## src/rtl/cam_frame_writer.sv

```systemverilog
// Drains fixed-length bursts of RGB565 words from the camera FIFO and writes them to
// SDRAM as linear frames, ping-ponging between two frame buffers.
module cam_frame_writer #(
    parameter int                BURST_LEN   = 8,
    parameter int                FRAME_WORDS = 307200,
    parameter int                ADDR_W      = 24,
    parameter logic [ADDR_W-1:0] BASE0       = 24'h000000,
    parameter logic [ADDR_W-1:0] BASE1       = 24'h080000,
    parameter int                CNT_W       = 10
) (
    input  logic              clk,
    input  logic              rst_n,
    input  logic              enable,
    input  logic [CNT_W-1:0]  cam_data_count,
    input  logic [15:0]       cam_dout,
    output logic              cam_rd_en,
    output logic              wr_req,
    output logic [ADDR_W-1:0] wr_addr,
    input  logic              wr_ack,
    input  logic              wr_next,
    output logic [15:0]       wr_data,
    output logic              frame_done,
    output logic              disp_frame_sel,
    output logic              busy
);

    localparam int                IDX_W      = (BURST_LEN > 1) ? $clog2(BURST_LEN) : 1;
    localparam logic [IDX_W-1:0]  LAST_IDX   = IDX_W'(BURST_LEN - 1);
    localparam logic [CNT_W:0]    CNT_BURST  = (CNT_W + 1)'(BURST_LEN);
    localparam logic [ADDR_W-1:0] BURST_STEP = ADDR_W'(BURST_LEN);
    localparam logic [ADDR_W-1:0] FRAME_END  = ADDR_W'(FRAME_WORDS);

    typedef enum logic [2:0] {
        S_IDLE,
        S_FILL,
        S_REQ,
        S_STREAM,
        S_ADV
    } state_t;

    state_t            state;
    logic              write_sel;
    logic [ADDR_W-1:0] word_ptr;
    logic [IDX_W-1:0]  rd_cnt;
    logic [IDX_W-1:0]  cap_cnt;
    logic [IDX_W-1:0]  idx;
    logic              cap_pend;
    logic [15:0]       line_buf [BURST_LEN];

    logic              count_ok;
    logic              last_of_frame;

    assign count_ok      = {1'b0, cam_data_count} >= CNT_BURST;
    assign last_of_frame = (word_ptr + BURST_STEP) == FRAME_END;

    // FIFO data arrives one cycle after its strobe, so capture follows the delayed strobe.
    always_ff @(posedge clk) begin
        if (state == S_FILL && cap_pend) begin
            line_buf[cap_cnt] <= cam_dout;
        end
    end

    always_ff @(posedge clk or negedge rst_n) begin
        if (!rst_n) begin
            state          <= S_IDLE;
            write_sel      <= 1'b0;
            word_ptr       <= '0;
            rd_cnt         <= '0;
            cap_cnt        <= '0;
            idx            <= '0;
            cap_pend       <= 1'b0;
            cam_rd_en      <= 1'b0;
            wr_req         <= 1'b0;
            wr_addr        <= '0;
            wr_data        <= '0;
            frame_done     <= 1'b0;
            disp_frame_sel <= 1'b1;
            busy           <= 1'b0;
        end else begin
            frame_done <= 1'b0;
            case (state)
                S_IDLE: begin
                    if (enable && count_ok) begin
                        state     <= S_FILL;
                        cam_rd_en <= 1'b1;
                        busy      <= 1'b1;
                        rd_cnt    <= '0;
                        cap_cnt   <= '0;
                        cap_pend  <= 1'b0;
                    end
                end

                S_FILL: begin
                    cap_pend <= cam_rd_en;
                    if (cam_rd_en) begin
                        rd_cnt <= rd_cnt + 1'b1;
                        if (rd_cnt == LAST_IDX) begin
                            cam_rd_en <= 1'b0;
                        end
                    end
                    if (cap_pend) begin
                        cap_cnt <= cap_cnt + 1'b1;
                        if (cap_cnt == LAST_IDX) begin
                            state   <= S_REQ;
                            wr_req  <= 1'b1;
                            wr_addr <= (write_sel ? BASE1 : BASE0) + word_ptr;
                        end
                    end
                end

                // wr_addr is only loaded on REQ entry, so it stays stable until the ack.
                S_REQ: begin
                    if (wr_ack) begin
                        state   <= S_STREAM;
                        wr_req  <= 1'b0;
                        idx     <= '0;
                        wr_data <= line_buf[0];
                    end
                end

                S_STREAM: begin
                    if (wr_next) begin
                        if (idx == LAST_IDX) begin
                            state      <= S_ADV;
                            idx        <= '0;
                            frame_done <= last_of_frame;
                        end else begin
                            idx     <= idx + 1'b1;
                            wr_data <= line_buf[idx + 1'b1];
                        end
                    end
                end

                S_ADV: begin
                    if (last_of_frame) begin
                        word_ptr       <= '0;
                        disp_frame_sel <= write_sel;
                        write_sel      <= ~write_sel;
                    end else begin
                        word_ptr <= word_ptr + BURST_STEP;
                    end
                    state <= S_IDLE;
                    busy  <= 1'b0;
                end

                default: begin
                    state     <= S_IDLE;
                    cam_rd_en <= 1'b0;
                    wr_req    <= 1'b0;
                    busy      <= 1'b0;
                end
            endcase
        end
    end

endmodule

```

## config.mk

```make
export PLATFORM = sky130hd
export DESIGN_NAME = cam_frame_writer
export DESIGN_NICKNAME = d
export VERILOG_FILES = /design/src/rtl/cam_frame_writer.sv
export SDC_FILE = /design/constraint.sdc
export NUM_CORES = 1
export LEC_CHECK = 0
export ABC_AREA = 1
export BUFFER_PORTS_ARGS = -buffer_cell sky130_fd_sc_hd__buf_2
export CORE_MARGIN = 2
export CORE_UTILIZATION = 55
export DETAILED_ROUTE_END_ITERATION = 8
export GPL_ROUTABILITY_DRIVEN = 1
export PLACE_DENSITY = 0.74
export SYNTH_ARGS = -nofsm -noshare
export SYNTH_HDL_FRONTEND = slang
export SYNTH_SLANG_ARGS = --single-unit
```

## constraint.sdc

```tcl
create_clock -name clk -period 3.5 [get_ports clk]
set_input_delay 0.7 -clock clk [delete_from_list [all_inputs] [get_ports clk]]
set_output_delay 0.7 -clock clk [all_outputs]
set_load 0.03 [all_outputs]
```

==> implementation parameters <==
Parameter                              Value

Outcome
  Status    complete, no violations

STA
  Final Cycle Share    0.747
  Time the worst path needs with I/O delays and setup    2.61 ns
  Worst-margin pin slew    1.06 ns
  Worst clock skew on the final layout    0.0101 ns
  Final setup vio count    0
  Worst slew slack as a fraction of its limit    0.293
  Hold slack    0.384 ns
  Total negative slack for setup checks    0 ns
  Peak Freq    382 MHz
  Final hold viol count    0
  Final Max Tran Viols    0
  RSZ-0062 raised after global routing    false
  Setup slack after layout    0.885 ns

Hold path
  Path type of the worst min-delay path    in -> async

Pwr
  Sequential share of power    0.398
  Proportion of total power due to net switching    0.355
  Internal power    4.78 mW
  P per Cell Area    726 nW/um^2
  Static Leakage    4.15 nW
  Peak supply drop    0.377 mV
  Overall Power    7.41 mW
  Net switching power    2.63 mW
  Combinational power share    0.301
  Power share of the clock group    0.301

Setup path
  CP Max Fanout    16
  Critical path startpoint category    register
  Critical path arrival    3.05 ns
  Nature of the critical path endpoint    register
  Setup Crit Path Kind    reg -> reg
  Required time of the critical path    3.93 ns

Synthesis
  Number of flip-flops and latches in the synthesized netlist    205
  Proportion of synthesized flip-flops having asynchronous set or reset    0.376
  Top cells by area, synth    edfxtp_1 43%, dfrtp_1 21%, nand2_1 7.5%, o21ai_0 6.0%, nor2_1 5.3%
  Post-synthesis area per instance    10.2 sq um
  Synth unique cells    35
  Count of flip-flops with a built-in enable after synthesis    128
  Synth warnings    0
  Netlist area before placement    8910 sq um
  Register area share after synthesis    0.648
  Cell count after synthesis    875
  Post-synth top area share    0.432
  Main synth FF type    edfxtp_1
  Synth area leader    edfxtp_1

Place
  Area post-placement    9490 sq um
  Setup WS pre-CTS    0.978 ns
  Detailed placer's ending HPWL    11600 um
  PortBufs    69
  Final Wtd Congestion    0.837

Clocking
  Clock buffer count from CTS    22
  TritonCTS clock tree    built
  Clock buffer depth    3
  Maximum level of the CTS H-tree    1
  Clock edge transition at the registers on the reported setup and hold paths    0.06 ns
  Clock network latency to the later pin of the worst-skew pair    0.50 ns
  Number of buffers inserted by post-CTS setup repair    0
  CTS root buf    clkbuf_16
  Hold-fix buffers, CTS    0
  Number of gates resized after cts    0
  Clock Sink Count    205

Global route
  Global-route congestion overflow total    0
  Total track usage    0.229
  Maximum number of pins on one net before global-route repair    78
  Antenna violations before repair    1
  Number of global-route vias before repair    6223
  First-pass GRT wire length    31700 um

Final layout
  Layout Nets    989
  Layout Area Growth over Synthesis    14.5%
  Commonest cells after routing, fill and taps aside    178 x nand2_1, 128 x edfxtp_1, 126 x nor2_1
  Finished layout cell area    10200 sq um
  Most common cell after layout, fill and taps aside    nand2_1
  Antenna diodes    0
  Count of filler cells inserted in the layout    1281
  Layout cells sized above 1    0.158

Floorplan
  Effective utilization at floorplan    0.561
  Chip width    131 um
  DIE AREA    17200 sq um
  Floorplan row count    46
  Number of primary I/O pins    76
  Die outline height    131 um
  Placeable core region    15900 sq um

Drt
  Remaining routing DRC violations    0
  Total via count after detailed routing    6414
  Overall routed net length    19300 um
  WL per Instance    16.3 um
  Routed via count divided by cell count    5.43
  DRT Pass-1 Iters    5
  Drt initial violations    611
  Residual antenna-violating net count after detailed routing    0

Run
  Max-cap violations    0
power groups by stage:
stage / Sequential (mW) / Clock [mW] / Combinational [mW]
floorplan: 3.16 / 0 / 1.34
global placement: 2.99 / 0 / 2.13
detailed placement: 2.99 / 0 / 2.19
CTS: 2.94 / 2.26 / 2.21
global route: 2.97 / 2.36 / 2.48
finish: 2.95 / 2.23 / 2.23
path summary, 6_finish.rpt:
kind | from | to | slack [ns] | depth (start not counted)
max in group asynchronous | rst_n | word_ptr[10]$_DFFE_PN0P_ | 2.43 | 1
worst max-delay path | state[2]$_DFFE_PN0P_ | wr_data[13]$_DFFE_PN0P_ | 0.89 | 8
worst min-delay path | rst_n | busy$_DFFE_PN0P_ | 0.38 | 1
min in group clk | cam_dout[10] | line_buf[7][10]$_DFFE_PP_ | 0.47 | 1
worst max register to register | state[2]$_DFFE_PN0P_ | wr_data[13]$_DFFE_PN0P_ | 0.89 | 8
worst min register to register | wr_addr[6]$_DFFE_PN0P_ | wr_addr[6]$_DFFE_PN0P_ | 0.47 | 2
layer usage:
metal  part of all wire  track usage  vias to the layer above
li1                   -            -                     3126
met1               0.44        0.324                     3019
met2               0.46        0.368                      231
met3              0.071       0.0413                       38
met4              0.020       0.0658                        0
met5                  0            0                        -
final cells by class:
cell class              instances  area (sq um)  area share
clock buffers                  31           626      0.0613
clock inverters                 9          77.6     0.00761
inverters                      67           251      0.0247
multi-input cells             568          2720       0.267
flip-flops and latches        205          5770       0.566
well taps                     216           270      0.0265
repair buffers                 85           480      0.0471
critical path, stage by stage, from the launching register on:
cell and delay [ns]:
dfrtp_1 0.42, nor2_1 0.16, nand2_1 0.37, buf_4 0.36, nor2_2 0.81, nand2_1 0.15, nand4_1 0.12, o21ai_0 0.08
inv_1 0.07
logic make-up (layout without fill, tap and decap cells):
logic type	Yosys count	after routing	synth area share
fa+ha+maj	9	9	0.0126
buf+inv	104	192	0.0475
simple gates	371	371	0.177
compound gates	178	178	0.108
flops	205	205	0.648
mux	1	1	0.00126
xor+xnor	6	6	0.00590
other cells	1	3	0.000421
flip-flops by register name, summed over array words and instances, names as in the netlist:
signal / cells
wr_addr: 21
frame_done: 1
cap_pend: 1
word_ptr: 21
rd_cnt: 3
wr_req: 1
state: 3
disp_frame_sel: 1
cap_cnt: 3
line_buf: 128
idx: 3
write_sel: 1
cam_rd_en: 1
busy: 1
wr_data: 16
per-stage QoR:
stage          cells   util
6_report        1181  0.642
2_1_floorplan    877      -
5_1_grt         1181  0.642
3_3_place_gp    1141  0.598
4_1_cts         1181  0.642
3_5_place_dp    1141  0.598
synth_stat cells (2+ instances only):
cell type	instances
nor2_1	126
nand2_1	178
o21ai_0	107
a21oi_1	10
a22oi_1	2
buf_2	8
o211ai_1	2
inv_1	62
nand3_2	3
nor2_2	11
o22ai_1	32
nand2_2	9
nor3_1	2
nand4_1	13
buf_4	4
a31oi_1	13
edfxtp_1	128
xor2_1	5
nor2_4	4
ha_1	9
clkbuf_1	24
nand3_1	22
dfrtp_1	76
o21ai_1	11
inv_2	4
No activity file was read; power rests on OpenSTA's default activity.
